**src/rtl/fetch_queue.sv**
```systemverilog
// Fetch-to-decode instruction queue: a DEPTH-entry FIFO of {pc, instr} pairs
// with a valid/ready handshake on both sides and a single-cycle flush from EX.
module fetch_queue #(
  parameter int ADDR_W  = 32,
  parameter int INSTR_W = 32,
  parameter int DEPTH   = 4
) (
  input  logic                       clk,
  input  logic                       rst,
  input  logic                       flush,
  input  logic                       in_valid,
  output logic                       in_ready,
  input  logic [ADDR_W-1:0]          in_pc,
  input  logic [INSTR_W-1:0]         in_instr,
  output logic                       out_valid,
  input  logic                       out_ready,
  output logic [ADDR_W-1:0]          out_pc,
  output logic [INSTR_W-1:0]         out_instr,
  output logic [$clog2(DEPTH+1)-1:0] count
);

  localparam int PTR_W = $clog2(DEPTH);
  localparam int CNT_W = $clog2(DEPTH+1);
  localparam logic [CNT_W-1:0] FULL_CNT = CNT_W'(DEPTH);

  logic [ADDR_W-1:0]  pc_mem    [DEPTH];
  logic [INSTR_W-1:0] instr_mem [DEPTH];
  logic [PTR_W-1:0]   rd_ptr;
  logic [PTR_W-1:0]   wr_ptr;
  logic               push;
  logic               pop;

  // Empty head reads as pc=0 / sll $0,$0,0 so decode never sees stale storage.
  function automatic logic [ADDR_W-1:0] nop_pc(input logic vld, input logic [ADDR_W-1:0] pc);
    return vld ? pc : '0;
  endfunction

  function automatic logic [INSTR_W-1:0] nop_instr(input logic vld, input logic [INSTR_W-1:0] ins);
    return vld ? ins : '0;
  endfunction

  // Handshake flags come from registered count only, so in_ready never depends on out_ready.
  assign in_ready  = (count != FULL_CNT);
  assign out_valid = (count != '0);
  assign push      = in_valid & in_ready & ~flush;
  assign pop       = out_valid & out_ready & ~flush;

  assign out_pc    = nop_pc(out_valid, pc_mem[rd_ptr]);
  assign out_instr = nop_instr(out_valid, instr_mem[rd_ptr]);

  // Storage is data-only: written on push, never reset.
  always_ff @(posedge clk) begin
    if (push) begin
      pc_mem[wr_ptr]    <= in_pc;
      instr_mem[wr_ptr] <= in_instr;
    end
  end

  always_ff @(posedge clk or posedge rst) begin
    if (rst) begin
      rd_ptr <= '0;
      wr_ptr <= '0;
      count  <= '0;
    end else if (flush) begin
      rd_ptr <= '0;
      wr_ptr <= '0;
      count  <= '0;
    end else begin
      if (push) wr_ptr <= wr_ptr + PTR_W'(1);
      if (pop)  rd_ptr <= rd_ptr + PTR_W'(1);
      case ({push, pop})
        2'b10:   count <= count + CNT_W'(1);
        2'b01:   count <= count - CNT_W'(1);
        default: count <= count;
      endcase
    end
  end

endmodule

```
**config.mk**
```make
export PLATFORM = sky130hd
export DESIGN_NAME = fetch_queue
export DESIGN_NICKNAME = d
export VERILOG_FILES = /design/src/rtl/fetch_queue.sv
export SDC_FILE = /design/constraint.sdc
export NUM_CORES = 1
export LEC_CHECK = 0
export ABC_AREA = 1
export BUFFER_PORTS_ARGS = -buffer_cell sky130_fd_sc_hd__buf_4
export CAP_MARGIN = 20
export CORE_MARGIN = 1
export CORE_UTILIZATION = 62
export CTS_CLUSTER_SIZE = 30
export DETAILED_ROUTE_END_ITERATION = 10
export PLACE_DENSITY = 0.85
export SLEW_MARGIN = 20
export SYNTH_ARGS = -nofsm -noshare
export SYNTH_HDL_FRONTEND = slang
export SYNTH_SLANG_ARGS = --single-unit
```
**constraint.sdc**
```tcl
create_clock -name clk -period 10.3 [get_ports clk]
set_clock_uncertainty 0.05 [all_clocks]
set_input_delay 2.06 -clock clk [delete_from_list [all_inputs] [get_ports clk]]
set_output_delay 2.06 -clock clk [all_outputs]
set_load 0.01 [all_outputs]
```
## Word level (Yosys, flattened, before mapping)

Memories as Yosys holds them, arrays and structs flattened.
Index checks and enable logic that the tools add are counted.

- Mux-type cells: 10
- Reductions and logical operators: 4
- Multipliers: 0
- Magnitude comparators: 0
- Equal/unequal tests: 3
- Shift operators: 0
- Div/mod/pow operators: 0
- $add $sub $neg: 4
- Bitwise operators: 5

Operators by type and width:

| operator | number |
|---|---|
| 32-bit 2-to-1 mux | 2 |
| 2-bit 2-to-1 mux | 4 |
| 3-bit case mux with 2 select lines | 1 |
| 3-bit nonzero test | 2 |
| 2-bit by 1-bit adder with 2-bit output, second input constant | 2 |
| 1-bit AND | 4 |
| 2-bit nonzero test | 2 |
| 3-bit by 1-bit adder with 3-bit output, second input constant | 1 |
| 3-bit 2-to-1 mux | 1 |
| 3-bit != test, second input constant | 1 |
| 3-bit by 1-bit subtractor with 3-bit output, second input constant | 1 |
| 2-bit by 1-bit == test with 1-bit output, second input constant | 1 |
| 2-bit == test, second input constant | 1 |
| 1-bit 2-to-1 mux | 2 |
| 1-bit inverter | 1 |

- ROM bits: 0
- Bits in latches: 0
- Output and inout port bits: 69
- Word-level logic and storage cells: 31
- RAM bits: 256
- Memories: 2
- Bits in registers: 7

Memory list:

| name | words | bits a word | rd ports | clocked after memory_dff | write ports | RTL line | source |
|---|---|---|---|---|---|---|---|
| instr_mem | 4 | 32 | 1 | 0 | 1 | 27 | `logic [INSTR_W-1:0] instr_mem [DEPTH];` |
| pc_mem | 4 | 32 | 1 | 0 | 1 | 26 | `logic [ADDR_W-1:0] pc_mem [DEPTH];` |

## Longest topological paths before layout

- Depth after elaboration: 6
- Depth in mapped cells: 12

## Worst setup path after synthesis

OpenSTA, ideal clock, no wires.

- Kind: input to register
- From: input in_valid
- To: memory instr_mem[0][0], enable pin
- Setup slack: 4.714 ns
- Data arrival time: 5.050 ns
- Required time: 9.764 ns
- Stages on the path: 4
- Setup time: 0.486 ns
- Path through: nand2_1 nor2_1 inv_1 nor2_1

- Word-level cells in the longest chain between the ends: 4

Ends and longest elaborated chain:

| what | RTL line | source |
|---|---|---|
| from (decl) | 11 | `input logic in_valid,` |
| 1-bit AND (2 in series) | 45 | `assign push = in_valid & in_ready & ~flush;` |
| 1-bit 2-to-1 mux | 53 | `if (push) begin` |
| 1-bit 2-to-1 mux (implied by the code) | 55 | `instr_mem[wr_ptr] <= in_instr;` |
| to (decl) | 27 |  |

No other way between the ends.

## Worst setup path in the final report

- From: register rd_ptr[0]
- To: output out_instr[12]

- Word-level cells in the longest chain between the ends: 2

Ends and longest elaborated chain:

| what | RTL line | source |
|---|---|---|
| from (decl) | 28 | `logic [PTR_W-1:0] rd_ptr;` |
| from (signal assigned) | 70 | `if (pop) rd_ptr <= rd_ptr + PTR_W'(1);` |
| memory read 4 x 32 bit | - |  |
| 32-bit 2-to-1 mux | 39 | `return vld ? ins : '0;` |
| to (decl) | 18 | `output logic [INSTR_W-1:0] out_instr,` |

No other way between the ends.

==> impl_metrics.env <==
export IMPL_insertion_delay_ns=0.51
export IMPL_p_leak_uw=0.00443
export IMPL_fmax_mhz=194
export IMPL_end_kind="output pin"
export IMPL_layout_commonest_cell="nor2_1"
export IMPL_maxSlewHeadroom=0.298
export IMPL_final_cell_mix="nor2_1 (259), edfxtp_1 (256), buf_4 (146)"
export IMPL_die_h_um=131
export IMPL_startpoint="rd_ptr[0]$_DFFE_PP0P_"
export IMPL_post_cts_buffers=0
export IMPL_slew_viol_final=0
export IMPL_detail_route_wl_per_cell_um=18.0
export IMPL_clock_sinks=263
export IMPL_ir_drop_mv=0.174
export IMPL_tns_ns=0
export IMPL_clk_pin_slew_ns=0.07
export IMPL_synth_seq_area_share=0.760
export IMPL_clockBufferDepth=3
export IMPL_power_density_nw_per_um2=248
export IMPL_worstMarginPinSlew_ns=1.05
export IMPL_finalSetupViolCount=0
export IMPL_min_from="count[0]$_DFFE_PP0P_"
export IMPL_die_x_um=131
export IMPL_hp_class="flop to flop"
export IMPL_start_util=0.644
export IMPL_layout_nets=1018
export IMPL_grt_max_degree=101
export IMPL_fp_row_count=46
export IMPL_drive_gt1_frac=0.194
export IMPL_hold_path_depth=1
export IMPL_cts_tree="yes"
export IMPL_rsz0062_at_grt="false"
export IMPL_cts_buffers=25
export IMPL_core_area_um2=16100
export IMPL_h_tree_depth=1
export IMPL_dr_pass1_iters=5
export IMPL_viasPerCell=5.66
export IMPL_required_ns=8.19
export IMPL_drt_iter0_drc=609
export IMPL_grt_ovfl_total=0
export IMPL_reg2reg_depth=7
export IMPL_r2r_start="count[0]$_DFFE_PP0P_"
export IMPL_arrival_ns=3.05
export IMPL_port_buffers=137
export IMPL_yosysTopAreaCellShare=0.743
export IMPL_drc=0
export IMPL_cp_max_fo=79
export IMPL_synth_cells=819
export IMPL_status="complete, no violations"
export IMPL_place_hpwl_um=11200
export IMPL_synth_warnings=0
export IMPL_synth_area_per_cell_um2=12.6
export IMPL_grt_usage=0.244
export IMPL_antenna_cells=0
export IMPL_min_period_ns=5.16
export IMPL_drt_total_wl_um=21200
export IMPL_io_pins=138
export IMPL_grt_pass1_vias=6491
export IMPL_drv_cap=0
export IMPL_ant_nets=0
export IMPL_syn_area_um2=10300
export IMPL_finalCritPeriodShare=0.501
export IMPL_cts_root_buf="clkbuf_16"
export IMPL_n_fill_cell=990
export IMPL_yosysTopAreaCell="edfxtp_1"
export IMPL_antenna_found_initial=0
export IMPL_synth_area_top_cells="edfxtp_1 (74%), nor2_1 (9.5%), o21ai_0 (6.2%)"
export IMPL_vias=6669
export IMPL_area_delta_synth_final_pct=18.5
export IMPL_fin_total_pwr_uw=3040
export IMPL_syn_nets=893
export IMPL_ys_ff_latch=263
export IMPL_ys_types=19
export IMPL_cts_hold_fix_buffers=0
export IMPL_fp_dieArea_um2=17200
export IMPL_finalHoldViolCount=0
export IMPL_grt_pass1_wl_um=32800
export IMPL_start_kind="flop"
export IMPL_cts_resized=0
export IMPL_place_gp_congestion=0.796
export IMPL_crit_type="flop to output pin"
-- metal layers --
| layer | up-vias | routed length, um | part of all wire | track usage |
|---|---|---|---|---|
| li1 | 3142 | - | - | - |
| met1 | 3199 | 8260 | 0.39 | 0.313 |
| met2 | 293 | 10700 | 0.51 | 0.423 |
| met3 | 35 | 1710 | 0.081 | 0.0436 |
| met4 | 0 | 430 | 0.020 | 0.0784 |
| met5 | - | 0 | 0 | 0 |
-- state kept, by name, summed over array words and instances (netlist names) --
name,cells
rd_ptr,2
instr_mem,128
count,3
wr_ptr,2
pc_mem,128
-- through the flow --
| step | utilization | instance area, um^2 | cells | hold slack (ns) | setup WS [ns] |
|---|---|---|---|---|---|
| floorplan | - | 10300 | 819 | 0.525 | 4.71 |
| global placement | 0.715 | 11500 | 1133 | 0.503 | 5.82 |
| detailed placement | 0.715 | 11500 | 1133 | 0.522 | 5.72 |
| CTS | 0.763 | 12300 | 1178 | 0.538 | 5.18 |
| global route | 0.763 | 12300 | 1178 | 0.578 | 4.97 |
| finish | 0.763 | 12300 | 1178 | 0.539 | 5.14 |
-- worst paths after layout --
check | slack, ns | to
max | 5.14 | out_instr[12]
min | 0.54 | count[0]$_DFFE_PP0P_
max reg2reg | 7.83 | instr_mem[1][19]$_DFFE_PP_
min reg2reg | 0.54 | count[0]$_DFFE_PP0P_
max in group asynchronous | 8.53 | rd_ptr[0]$_DFFE_PP0P_
min in group asynchronous | 1.43 | wr_ptr[0]$_DFFE_PP0P_
-- kinds of logic (layout without fill, tap and decap cells) --
family / after synthesis / count (layout) / share of synthesized area
compound gates: 200 / 200 / 0.0970
flops: 263 / 263 / 0.760
buf+inv: 63 / 206 / 0.0306
simple gates: 287 / 287 / 0.104
xor+xnor: 1 / 1 / 0.000847
fa+ha+maj: 5 / 5 / 0.00678
-- synth_stat cells (all sizes together) --
cell type,number
nor2,263
edfxtp,256
o21ai,132
a21oi,67
buf,37
nand2,22
inv,15
clkbuf,11
dfrtp,7
ha,4
nand3,2
a21boi,1
fa,1
xnor2,1
-- layout make-up --
type / instances / area [um^2] / area share
Sequential cell: 263 / 7870 / 0.642
Inverter: 15 / 57.6 / 0.00470
Multi-Input combinational cell: 493 / 2190 / 0.179
Timing Repair Buffer: 146 / 1100 / 0.0895
Clock buffer: 29 / 641 / 0.0523
Tap cell: 216 / 270 / 0.0221
Clock inverter: 16 / 126 / 0.0103
-- power breakdown --
group	internal [uW]	total, uW	switching (uW)	leakage [uW]
combinational	347	900	553	0.00164
sequential	1240	1280	32.8	0.00241
clock	493	860	366	0.000376
total	2080	3040	952	0.00443
-- worst max-delay path: stages, from the launching register on --
cell	delay, ns
dfrtp_4	0.63
clkinv_2	0.49
buf_4	0.67
o21ai_0	0.25
a21oi_1	0.28
buf_4	0.17
No activity file was read; power rests on OpenSTA's default activity.
